## src/rtl/result_collector.sv

```systemverilog
// result_collector: gathers the sa and custom 2x2 result matrices, saturates
// each 16-bit word to a byte, and publishes all eight bytes to the display
// stage with a one-cycle reg_en strobe.
module result_collector #(
    parameter int unsigned SAT_MAX = 255
) (
    input  logic        clock_100Mhz,
    input  logic        reset,
    input  logic        start,
    input  logic        sa_valid,
    input  logic [15:0] sa_data,
    input  logic        cu_valid,
    input  logic [15:0] cu_data,
    input  logic        display_done,
    output logic [7:0]  c11_sa,
    output logic [7:0]  c12_sa,
    output logic [7:0]  c21_sa,
    output logic [7:0]  c22_sa,
    output logic [7:0]  c11_custom,
    output logic [7:0]  c12_custom,
    output logic [7:0]  c21_custom,
    output logic [7:0]  c22_custom,
    output logic        reg_en,
    output logic        busy,
    output logic        error
);

    localparam int unsigned DATA_W  = 16;
    localparam int unsigned BYTE_W  = 8;
    localparam int unsigned CNT_W   = 3;
    localparam int unsigned SLOTS   = 4;
    localparam logic [DATA_W-1:0] SAT_MAX_W  = DATA_W'(SAT_MAX);
    localparam logic [CNT_W-1:0]  CNT_FULL   = CNT_W'(SLOTS);

    typedef enum logic [1:0] {
        ST_IDLE,
        ST_COLLECT,
        ST_PUBLISH,
        ST_WAIT_DONE
    } state_t;

    state_t state_q, state_d;

    logic [CNT_W-1:0]  sa_cnt_q, sa_cnt_d;
    logic [CNT_W-1:0]  cu_cnt_q, cu_cnt_d;
    logic [BYTE_W-1:0] sa_shadow_q [SLOTS];
    logic [BYTE_W-1:0] cu_shadow_q [SLOTS];
    logic [BYTE_W-1:0] sa_shadow_d [SLOTS];
    logic [BYTE_W-1:0] cu_shadow_d [SLOTS];

    logic sa_acc, cu_acc;
    logic sa_ovf, cu_ovf;
    logic collect_done;
    logic restart;

    // Clamp a result word to the saturation ceiling (full-width compare).
    function automatic logic [BYTE_W-1:0] sat_byte(input logic [DATA_W-1:0] d);
        if (d > SAT_MAX_W) begin
            return BYTE_W'(SAT_MAX_W);
        end
        return d[BYTE_W-1:0];
    endfunction

    // Beat acceptance, overflow detection and next counter/shadow values.
    always_comb begin
        sa_acc = (state_q == ST_COLLECT) && sa_valid && (sa_cnt_q < CNT_FULL);
        cu_acc = (state_q == ST_COLLECT) && cu_valid && (cu_cnt_q < CNT_FULL);
        sa_ovf = (state_q == ST_COLLECT) && sa_valid && (sa_cnt_q == CNT_FULL);
        cu_ovf = (state_q == ST_COLLECT) && cu_valid && (cu_cnt_q == CNT_FULL);

        sa_cnt_d = sa_acc ? sa_cnt_q + CNT_W'(1) : sa_cnt_q;
        cu_cnt_d = cu_acc ? cu_cnt_q + CNT_W'(1) : cu_cnt_q;

        sa_shadow_d = sa_shadow_q;
        cu_shadow_d = cu_shadow_q;
        if (sa_acc) begin
            sa_shadow_d[sa_cnt_q[1:0]] = sat_byte(sa_data);
        end
        if (cu_acc) begin
            cu_shadow_d[cu_cnt_q[1:0]] = sat_byte(cu_data);
        end

        // Completion counts beats accepted on this same edge.
        collect_done = (sa_cnt_d == CNT_FULL) && (cu_cnt_d == CNT_FULL);
        restart      = start && ((state_q == ST_IDLE) || (state_q == ST_COLLECT));
    end

    // Next-state selection; a start in COLLECT restarts instead of publishing.
    always_comb begin
        state_d = state_q;
        case (state_q)
            ST_IDLE:      if (start) state_d = ST_COLLECT;
            ST_COLLECT:   if (!start && collect_done) state_d = ST_PUBLISH;
            ST_PUBLISH:   state_d = ST_WAIT_DONE;
            ST_WAIT_DONE: if (display_done) state_d = ST_IDLE;
            default:      state_d = ST_IDLE;
        endcase
    end

    // State, counters, shadow registers and registered outputs.
    always_ff @(posedge clock_100Mhz or posedge reset) begin
        if (reset) begin
            state_q    <= ST_IDLE;
            sa_cnt_q   <= '0;
            cu_cnt_q   <= '0;
            for (int i = 0; i < SLOTS; i++) begin
                sa_shadow_q[i] <= '0;
                cu_shadow_q[i] <= '0;
            end
            c11_sa     <= '0;
            c12_sa     <= '0;
            c21_sa     <= '0;
            c22_sa     <= '0;
            c11_custom <= '0;
            c12_custom <= '0;
            c21_custom <= '0;
            c22_custom <= '0;
            reg_en     <= 1'b0;
            busy       <= 1'b0;
            error      <= 1'b0;
        end else begin
            state_q <= state_d;
            busy    <= (state_d != ST_IDLE);
            reg_en  <= 1'b0;
            if (restart) begin
                sa_cnt_q <= '0;
                cu_cnt_q <= '0;
                error    <= 1'b0;
            end else if (state_q == ST_COLLECT) begin
                sa_cnt_q    <= sa_cnt_d;
                cu_cnt_q    <= cu_cnt_d;
                sa_shadow_q <= sa_shadow_d;
                cu_shadow_q <= cu_shadow_d;
                if (sa_ovf || cu_ovf) begin
                    error <= 1'b1;
                end
                if (collect_done) begin
                    c11_sa     <= sa_shadow_d[0];
                    c12_sa     <= sa_shadow_d[1];
                    c21_sa     <= sa_shadow_d[2];
                    c22_sa     <= sa_shadow_d[3];
                    c11_custom <= cu_shadow_d[0];
                    c12_custom <= cu_shadow_d[1];
                    c21_custom <= cu_shadow_d[2];
                    c22_custom <= cu_shadow_d[3];
                    reg_en     <= 1'b1;
                end
            end
        end
    end

endmodule

```

## config.mk

```make
export PLATFORM = sky130hd
export DESIGN_NAME = result_collector
export DESIGN_NICKNAME = d
export VERILOG_FILES = /design/src/rtl/result_collector.sv
export SDC_FILE = /design/constraint.sdc
export NUM_CORES = 1
export LEC_CHECK = 0
export BUFFER_PORTS_ARGS = -buffer_cell sky130_fd_sc_hd__buf_2
export CAP_MARGIN = 20
export CORE_ASPECT_RATIO = 0.6
export CORE_UTILIZATION = 35
export DETAILED_ROUTE_END_ITERATION = 10
export PLACE_DENSITY_LB_ADDON = 0.1
export SETUP_SLACK_MARGIN = 0.15
export SLEW_MARGIN = 10
export SYNTH_ARGS = -nofsm -noshare
export SYNTH_HDL_FRONTEND = slang
export SYNTH_SLANG_ARGS = --single-unit
```

## constraint.sdc

```tcl
create_clock -name clock_100Mhz -period 11.65 [get_ports clock_100Mhz]
set_input_delay 0.5825 -clock clock_100Mhz [delete_from_list [all_inputs] [get_ports clock_100Mhz]]
set_output_delay 0.5825 -clock clock_100Mhz [all_outputs]
set_load 0.05 [all_outputs]
```

==> results.md <==
Logic synthesis:
- The total standard cell area after synthesis is ~6300 um2.
- The largest area contributor in the netlist is dfrtp_1.
- The share of flip-flops with an asynchronous set or reset after synthesis is 100%.
- Summing the sequential cell areas from Yosys gives a little over half of the chip area.
- Averaged over all synthesized cells, the footprint is ~12 um2.
- Synthesis produced ~520 cells.
- By area the synthesized netlist is led by dfrtp_1, mux2_2, mux2_1, o21ai_0, nand2_1.
- The area fraction of the dominant cell type after synthesis is between 50% and 60%.
- Synthesis produced a netlist with a net count of 570.
- The flip-flop and latch count after synthesis is 139.
- The Yosys step of the flow raised 0 warnings.
- The most used flip-flop cell after synthesis is dfrtp_1.
- The number of different library cells used by synthesis comes to 36.
- The number of enable-type register cells in the synthesized netlist is 0.

Clock tree:
- The CTS tree is built.
- The post-cts sizing count is 0.
- The maximum clock path buffer count is 2.
- The count of H-tree levels built during CTS is 4.
- The clock reaches the later pin of the worst-skew pair after about 0.41 ns.
- Clock tree synthesis inserted a total of 17 buffers.
- The post-CTS clock slew at the launch and capture registers of the worst setup and hold paths is 0.06 ns.
- The number of hold-repair buffers added at the cts stage is 0.
- The clock root buffer is clkbuf_16.
- In this run the post-CTS setup repair buffer count came out at 0.
- The clock sink count is about 140.

Power and ir drop:
- Dividing total power by cell area gives a power density of about 170 nW/um2.
- IR analysis of the VDD net gives a maximum drop of around 0.000065 V.
- The analysis attributes to cell leakage a power of approximately 0.0038 uW.

Routing:
- For this block, wires on met1 add up to between 8000 and 9000 um.
- The detail route stage leaves a number of antenna-violating nets equal to 0.
- In the routed design, unresolved DRC markers number 0.
- The via count normalized by instance count is 5.01.
- The pre-antenna-repair detailed-routing pass consisted of 4 iterations.
- The detailed route wirelength on metal2 is approximately 6200 um.
- For this block, the routed nets add up to 16,300 um of wire.
- Wire segments on met3 add up to between 1000 and 1500 um in the final route.
- The count of routing violations after the opening detailed-route iteration is roughly 180.
- The mean routed wirelength per cell is roughly 19 um.
- The highest signal layer in the routed design is met4.
- The detailed router placed around 4,400 vias in this run.

Timing:
- The final hold slack is approximately 0.25 ns.
- The post-route setup TNS is 0 ns.
- The final setup violation count is 0.
- The maximum clock frequency is roughly 0.29 GHz.
- The worst pin sits at a relative slew slack of about 30%.
- Setup repair after global routing left no endpoint under its margin.
- The final critical delay including setup and external delays is around 3.4 ns.
- The final hold violation count was 0.
- After layout, the worst path uses between 20% and 30% of the clock period.
- For the pin with the worst max-slew slack, the measured transition is 1.05 ns.
- The clock tree skew after final layout is ~0.014 ns.
- The max-slew violation count came to 0.

Place:
- At the end of routability-driven placement, the weighted congestion stood at around 0.8.
- During placement, the flow inserted port buffers numbering 104.
- Once detailed placement completed, the half-perimeter wirelength came to around 12,000 um.
- The total placed instance area is approximately 7100 um2.

Setup path:
- STA puts the critical path data arrival time at roughly 3.7 ns.
- The worst setup path is captured at a flip-flop.
- The largest incremental delay on the critical path is between 0.7 and 0.8 ns.
- The beginning of the worst register-to-register path is state_q[1].
- Traced cell by cell, the critical path runs through and4bb_1 > nand3b_1 > a2111oi_4 > buf_4 > mux2_2.
- Setup slack on the worst reg-to-reg path comes out at just over 8 ns.
- Of all nets on the critical path, the largest fanout is 57.
- The length in cells of the worst reg-to-reg path is 5.
- The worst setup path is launched from a flip-flop.
- The slowest stage of the critical path belongs to the cell a2111oi_4.
- The type of the worst setup path is flip-flop to flip-flop.
- Data on the critical path is required at its endpoint by approximately 12 ns.
- The endpoint identified for the worst register-to-register timing path is c12_sa[6].

Cells and area:
- Counting the fill cells in the layout gives 1,644.
- The sequential cell area in the final layout is between 3000 and 4000 um2.
- With fillers left out, the area of the finished cells amounts to roughly 7600 um2.
- The final layout contains 676 nets.
- The layout overhead on the synthesized area is 20.1%.
- Cells with a size suffix above 1 make up 36.3% of the layout.
- Summing all multi-input logic gate instances after layout gives roughly 2700 um2.

Run:
- The total of max-cap violations is 0.

Die:
- The number of top-level pins is around 110.
- The floorplan step set the die width to about 180 um.
- The die is roughly 110 um tall.
- The number of placement rows is 37.
- The floorplan step defined a die boundary enclosing approximately 19,000 um2.
- For this configuration, the core starts out at a cell density of about 36%.
- The core area is 17,400 um2.

Worst hold path:
- The tightest min-delay check is of the primary input to asynchronous set/reset pin type.

Global routing:
- The pin count of the biggest net entering global routing is 76.
- The final global-route overflow total is 0.
- The initial antenna violation count is 0.
- The first global-routing pass estimated ~26,000 um of wire.
- The number of global-route vias before repair is between 4,000 and 5,000.
- The global-route usage over all layers is between 10% and 20%.

Outcome:
- The flow ran to the end, and the final reports show no timing, DRC or antenna violations.
-- cells by family (layout without fill, tap and decap cells) --
logic type                 count (synthesis)  after routing  share of synthesized area [%]
AOI/OAI and AO/OA                         77             77                           6.84
adders and majority gates                  8              8                           1.58
and+or+nand+nor                          147            147                           11.6
other                                      0              1                              0
buffers and inverters                     24            142                           2.06
muxes                                    129            129                           22.9
DFF                                      139            139                           55.0
-- cell type report --
cell class                 instances  share of cell area (%)
inverter                           5                   0.313
multi-input combinational        361                    35.8
tap                              234                    3.85
timing repair buffer             106                    7.04
sequential                       139                    45.7
antenna                            1                  0.0329
clock buffer                      18                    5.64
clock inverter                    13                    1.60
-- cell usage after synthesis, types with 2 or more instances --
library cell	count
nor4_2	4
nand2_1	70
mux2_1	40
clkbuf_1	9
inv_1	5
o21bai_1	2
mux2_2	88
a21oi_1	10
o21ai_0	57
nand3b_1	18
ha_1	8
and4bb_1	2
nand3_1	9
and4b_1	3
buf_2	5
buf_6	4
nor2b_1	2
a32o_1	2
dfrtp_1	139
nor2_1	31
-- through the flow --
step	setup slack [ns]	cells	utilization [%]	total power, uW
floorplan	7.34	524	-	708
global route	7.91	876	43.7	1330
global placement	8.16	845	40.5	754
CTS	8.15	876	43.7	1280
detailed placement	8.09	845	40.5	764
finish	8.20	877	43.7	1260
-- per-layer routing --
layer  vias up  GRT usage [%]
li1       2076              -
met1      2210           30.6
met2       101           23.5
met3        11           4.01
met4         0           4.72
met5         -              0
-- how the worst max path moves through the flow --
stage,from,end,slack [ns],cells past startpoint
6_report,state_q[1],c12_sa[6],8.20,5
5_1_grt,state_q[1],c12_sa[6],7.91,5
4_1_cts,state_q[1],c22_custom[0],8.15,5
3_5_place_dp,cu_valid,c22_custom[0],8.09,6
3_3_place_gp,cu_valid,c21_custom[0],8.16,6
2_1_floorplan,reset,busy,7.34,1
-- cells in the final DEF, fill, tap and decap left out, drive strengths merged, types with 3 or more instances in the layout --
cell / instances
mux2: 128
inv: 8
buf: 106
clkinv: 4
and4b: 3
nor4: 4
nor2: 31
nand3: 9
dfrtp: 139
ha: 8
o21ai: 57
a21oi: 10
clkinvlp: 5
nand2: 70
nand3b: 18
clkbuf: 18
-- registers in the layout, summed over array words and instances, names as in the netlist --
register     flops
busy             1
c11_custom       8
c11_sa           8
c12_custom       8
c12_sa           8
c21_custom       8
c21_sa           8
c22_custom       8
c22_sa           8
cu_cnt_q         3
cu_shadow_q     32
error            1
reg_en           1
sa_cnt_q         3
sa_shadow_q     32
state_q          2
-- critical path: cells and delay by family (launching register included) --
family / cells / cell delay [ns]
flops: 1 / 0.53
mux: 1 / 0.41
buf+inv: 1 / 0.76
simple gates: 2 / 0.82
compound gates: 1 / 0.79
-- power breakdown --
group	internal [uW]	switching, uW	total (uW)
clock	294	214	508
sequential	549	34.4	583
combinational	83.2	87.1	170
Note: power is estimated with default switching activity, not from simulation.
